### src/rtl/dsd_tdm_channel_combiner.sv
`timescale 1ns/1ps
`default_nettype none
// ============================================================================
// Module   : dsd_tdm_channel_combiner
// Purpose  : Packs two serial DSD channels into a 32-slot TDM frame and
//            replaces full-scale or muted frames with a silence pattern.
// Revision : 1.0
// ============================================================================
module dsd_tdm_channel_combiner #(
    parameter int Ch_Width = 16
) (
    input  logic in_BCK,
    input  logic Reset,
    input  logic in_Ch0_Data,
    input  logic in_Ch1_Data,
    input  logic Protect_EN,
    input  logic Mute,
    output logic out_BCK,
    output logic out_Data,
    output logic FrameSync,
    output logic ProtectFlag
);

    localparam int                      c_FRAME_BITS = 2 * Ch_Width;
    localparam int                      c_CNT_W      = $clog2(c_FRAME_BITS);
    localparam logic [c_CNT_W-1:0]      c_LAST_BIT   = c_CNT_W'(c_FRAME_BITS - 1);
    localparam logic [c_FRAME_BITS-1:0] c_SILENCE    = {(c_FRAME_BITS / 8){8'h96}};
    localparam logic [1:0]              c_CLEAN_LAST = 2'd3;

    typedef enum logic [0:0] {
        ST_NORMAL  = 1'b0,
        ST_PROTECT = 1'b1
    } state_t;

    state_t                    r_state;
    logic [1:0]                r_cleanCnt;
    logic [c_CNT_W-1:0]        r_bitCount;
    logic [Ch_Width-1:0]       r_sh0;
    logic [Ch_Width-1:0]       r_sh1;
    logic [c_FRAME_BITS-1:0]   r_txReg;
    logic                      r_frameSync;

    logic                      w_load;
    logic [Ch_Width-1:0]       w_word0;
    logic [Ch_Width-1:0]       w_word1;
    logic                      w_det;
    logic                      w_nextProtect;

    // The load edge is also the 16th sample, so the current input bit completes each word.
    assign w_load  = (r_bitCount == c_LAST_BIT);
    assign w_word0 = {r_sh0[Ch_Width-2:0], in_Ch0_Data};
    assign w_word1 = {r_sh1[Ch_Width-2:0], in_Ch1_Data};
    assign w_det   = Protect_EN &&
                     ((w_word0 == '0) || (w_word0 == '1) ||
                      (w_word1 == '0) || (w_word1 == '1));

    // PROTECT persists unless this load is the fourth consecutive clean frame.
    assign w_nextProtect = w_det ||
                           ((r_state == ST_PROTECT) && (r_cleanCnt != c_CLEAN_LAST));

    always_ff @(posedge in_BCK or posedge Reset) begin
        if (Reset) begin
            r_bitCount  <= '0;
            r_sh0       <= '0;
            r_sh1       <= '0;
            r_txReg     <= c_SILENCE;
            r_frameSync <= 1'b0;
            r_state     <= ST_PROTECT;
            r_cleanCnt  <= 2'd0;
        end else begin
            r_bitCount  <= r_bitCount + c_CNT_W'(1);
            r_frameSync <= w_load;

            if (r_bitCount[0]) begin
                r_sh0 <= w_word0;
                r_sh1 <= w_word1;
            end

            if (w_load) begin
                case (r_state)
                    ST_NORMAL: begin
                        if (w_det) begin
                            r_state    <= ST_PROTECT;
                            r_cleanCnt <= 2'd0;
                        end
                    end
                    ST_PROTECT: begin
                        if (w_det) begin
                            r_cleanCnt <= 2'd0;
                        end else if (r_cleanCnt == c_CLEAN_LAST) begin
                            r_state    <= ST_NORMAL;
                            r_cleanCnt <= 2'd0;
                        end else begin
                            r_cleanCnt <= r_cleanCnt + 2'd1;
                        end
                    end
                    default: begin
                        r_state    <= ST_PROTECT;
                        r_cleanCnt <= 2'd0;
                    end
                endcase

                r_txReg <= (Mute || w_nextProtect) ? c_SILENCE : {w_word0, w_word1};
            end else begin
                r_txReg <= {r_txReg[c_FRAME_BITS-2:0], 1'b0};
            end
        end
    end

    assign out_BCK     = r_bitCount[0];
    assign out_Data    = r_txReg[c_FRAME_BITS-1];
    assign FrameSync   = r_frameSync;
    assign ProtectFlag = (r_state == ST_PROTECT);

endmodule
`default_nettype wire
### config.mk
export PLATFORM = sky130hd
export DESIGN_NAME = dsd_tdm_channel_combiner
export DESIGN_NICKNAME = d
export VERILOG_FILES = /design/src/rtl/dsd_tdm_channel_combiner.sv
export SDC_FILE = /design/constraint.sdc
export NUM_CORES = 1
export LEC_CHECK = 0
export CAP_MARGIN = 20
export CORE_UTILIZATION = 41
export DETAILED_ROUTE_END_ITERATION = 12
export GPL_TIMING_DRIVEN = 0
export PLACE_DENSITY = 0.57
export SLEW_MARGIN = 25
export SYNTH_ARGS = -nofsm -noshare
export SYNTH_HDL_FRONTEND = slang
export SYNTH_SLANG_ARGS = --single-unit
### constraint.sdc
create_clock -name in_BCK -period 2.1 [get_ports in_BCK]
set_input_delay 0.315 -clock in_BCK [delete_from_list [all_inputs] [get_ports in_BCK]]
set_output_delay 0.315 -clock in_BCK [all_outputs]
set_load 0.02 [all_outputs]
==> impl_metrics.yaml <==
timing:
  rsz0062_at_grt: "no"
  worst_clock_skew_ns: 0.0143
  hold_viol_final: 0
  finalSetupTns_ns: 0
  max_freq_mhz: 505
  report.final.slew_viol_count: 0
  maxSlewHeadroom: 0.573
  timing.final.crit_share: 0.944
  whs_ns: 0.332
  fin_crit_ns: 1.98
  worstMarginPinSlew_ns: 0.641
  finalSetupViolCount: 0
clock_network:
  htreeDepth: 3
  clk_pin_slew_ns: 0.09
  cts_tree: "built"
  clock_latency_ns: 0.35
  cts_sinks: 71
  cts.path.max_buffers: 2
  cts_root_buf: "clkbuf_8"
  cts_made_buffers: 9
setup_path:
  worst-path-buf-inv: 2
  path_class: "input pin to flop"
  crit_path_end_kind: "flop"
  path_cells: "clkdlybuf4s50_1 > nand4_1 > or4_1 > a41oi_4 > buf_4 > o22ai_1"
  worst_setup_path_start_kind: "input pin"
  crit_required_ns: 2.32
  critPathMaxStageDelay_ns: 0.57
  r2r_slack_ns: 0.14
  reg2reg_from: "r_bitCount[0]$_DFF_PP0_"
  reg2reg_depth: 7
  cpLargestDelayFamily: "buffers and inverters"
  arrival_ns: 2.20
  r2r-end: "r_txReg[15]$_DFF_PP1_"
  cp_slowest_cell: "or4_1"
  worst-path-max-fanout: 10
detailed_routing:
  drc: 0
  vias_per_cell: 5.37
  drtPass1Iterations: 4
  drt_wl_total_um: 5870
  avgRoutedWirePerCell_um: 17.1
  drt_iter0_markers: 98
  ant_nets: 0
  vias: 1842
pwr:
  p_leak_nw: 1.36
  irDropWorstVdd_mv: 0.379
  cellPowerDensity_mw_per_mm2: 822
yosys:
  ys_ff_latch: 71
  yosys.area.top_type: "dfrtp_1"
  syn_nets: 230
  ys_types: 30
  yosysSeqAreaShare: 0.621
  yosysWarnings: 0
  synth_top_area_share: 0.467
  synth_area_leaders: "dfrtp_1, dfstp_2, mux2_2"
  syn_area_mm2: 0.00290
  syn_inst: 221
  syn_avg_cell_area_um2: 13.1
grt:
  grt_max_degree: 38
  grt.overflow.total: 0
  antenna_found_initial: 0
  grt_use_total: 0.183
  grt_pass1_wl_um: 10200
  grt_pass1_vias: 1929
floorplan:
  coreArea_mm2: 0.00679
  row_count: 30
  die_w_um: 86.1
  die_area_mm2: 0.00740
  ios: 10
  die_h_um: 86.1
  initial_core_util: 0.426
layout:
  num-fill-cells: 633
  diodes: 0
  layout-drive-gt1-share: 0.308
  syn_to_final_growth_pct: 16.5
  final_cells: 343
  nNetsFinal: 251
run_status:
  outcome: "finished, final reports clean"
placed_design:
  dp_hpwl_um: 3700
  gp_congestion: 0.727
  port_buffers: 9
  dp.cells: 327
flow_run:
  cap_viol_max_count: 0
hold_path:
  hold_path_class: "input pin to async pin"
## layout by cell type (no fill, tap or decap), types with 2 or more instances in the layout
cell / n
clkbuf_8: 9
dfrtp_1: 54
nand4_1: 11
a31oi_1: 2
buf_4: 2
o22ai_1: 15
clkbuf_1: 3
clkbuf_4: 3
nand2_1: 18
nor4_1: 7
dfstp_2: 17
inv_1: 17
o32a_1: 16
mux2_2: 30
ha_1: 3
clkinv_4: 2
clkdlybuf4s50_1: 9
buf_6: 2
bufinv_16: 2
clkinvlp_4: 2
buf_1: 3
## sequential cells by signal, indices dropped and copies added, names as in the netlist
signal,flops
ProtectFlag,1
r_bitCount,5
r_sh0,15
FrameSync,1
r_sh1,15
r_cleanCnt,2
r_txReg,32
## per-stage QoR
step / power [mW] / area, um2 / utilization / setup WS, ns
after floorplan: 1.54 / 2900 / - / 0.0122
after global placement: 1.57 / 3110 / 0.457 / -1.21
after detailed placement: 1.58 / 3130 / 0.461 / -0.328
after CTS: 2.79 / 3360 / 0.495 / 0.0468
after global routing: 2.87 / 3370 / 0.497 / 0.0110
final: 2.77 / 3370 / 0.497 / 0.118
## synth_stat cells
master and number:
nand2b_1 1, and3b_1 1, nand3b_1 1, nor3_1 1
buf_6 2, dfstp_2 17, a41oi_4 1, nand2_1 18
and3_1 1, o22ai_1 15, inv_1 18, nand3_1 1
nor2_1 1, buf_4 1, a21oi_1 1, xnor2_1 1
or4_4 1, a31oi_1 2, buf_1 3, ha_1 3
or4_1 1, mux2_2 30, clkbuf_1 8, xor2_1 1
dfrtp_1 54, nor4_1 8, mux2i_1 1, a32o_1 1
o32a_1 16, nand4_1 11
## final cells by class
cell class / count / area (um2) / share of cell area
inverter: 18 / 70.1 / 0.0208
timing repair buffer: 11 / 118 / 0.0349
multi-input combinational: 118 / 966 / 0.286
tap: 96 / 120 / 0.0356
buffer: 13 / 80.1 / 0.0237
sequential: 71 / 1800 / 0.533
clock inverter: 7 / 97.6 / 0.0289
clock buffer: 9 / 124 / 0.0367
## cells by family (layout without fill, tap and decap cells)
| group | count (synthesis) | count (layout) | share of synthesized area |
|---|---|---|---|
| compound gates | 36 | 36 | 0.107 |
| flops | 71 | 71 | 0.621 |
| buf+inv | 32 | 58 | 0.0479 |
| mux | 31 | 31 | 0.120 |
| fa+ha+maj | 3 | 3 | 0.0130 |
| simple gates | 46 | 46 | 0.0855 |
| xor+xnor | 2 | 2 | 0.00605 |
## timing repair
action | in CTS | in global routing
setup endpoints to repair | 24 | 20
pin swaps | 1 | 0
hold buffers | 0 | 0
gates resized for setup | 4 | 7
buffers inserted | 1 | 0
## how the worst max path moves through the flow
stage	cells after the start	end	startpoint	slack, ns
6_report	6	r_txReg[14]$_DFF_PP0_	in_Ch0_Data	0.12
5_1_grt	7	r_txReg[15]$_DFF_PP1_	r_bitCount[0]$_DFF_PP0_	0.01
4_1_cts	8	r_txReg[16]$_DFF_PP0_	r_bitCount[0]$_DFF_PP0_	0.05
3_5_place_dp	7	r_txReg[15]$_DFF_PP1_	r_bitCount[0]$_DFF_PP0_	-0.33
3_3_place_gp	2	r_bitCount[3]$_DFF_PP0_	Reset	-1.21
2_1_floorplan	7	r_txReg[10]$_DFF_PP1_	r_bitCount[0]$_DFF_PP0_	0.01
## report_power, final
part           internal (mW)  total (mW)  switching (mW)
Sequential              1.42        1.46          0.0428
Clock                  0.670        1.22           0.547
Combinational         0.0477      0.0956          0.0479
## routing by layer
layer,up-vias,GRT usage,share of wire
met2,23,0.268,0.44
met1,946,0.265,0.52
li1,865,-,-
met3,8,0.0289,0.023
met5,-,0,0
met4,0,0.0864,0.019
## worst reg2reg max path, cell delays in order, from the launching register on
cell and delay, ns:
dfrtp_1 0.37, ha_1 0.19, and3_1 0.17, ha_1 0.19
clkbuf_4 0.22, nand3b_1 0.15, clkbuf_4 0.24, o32a_1 0.36
No activity file was read; power rests on OpenSTA's default activity.
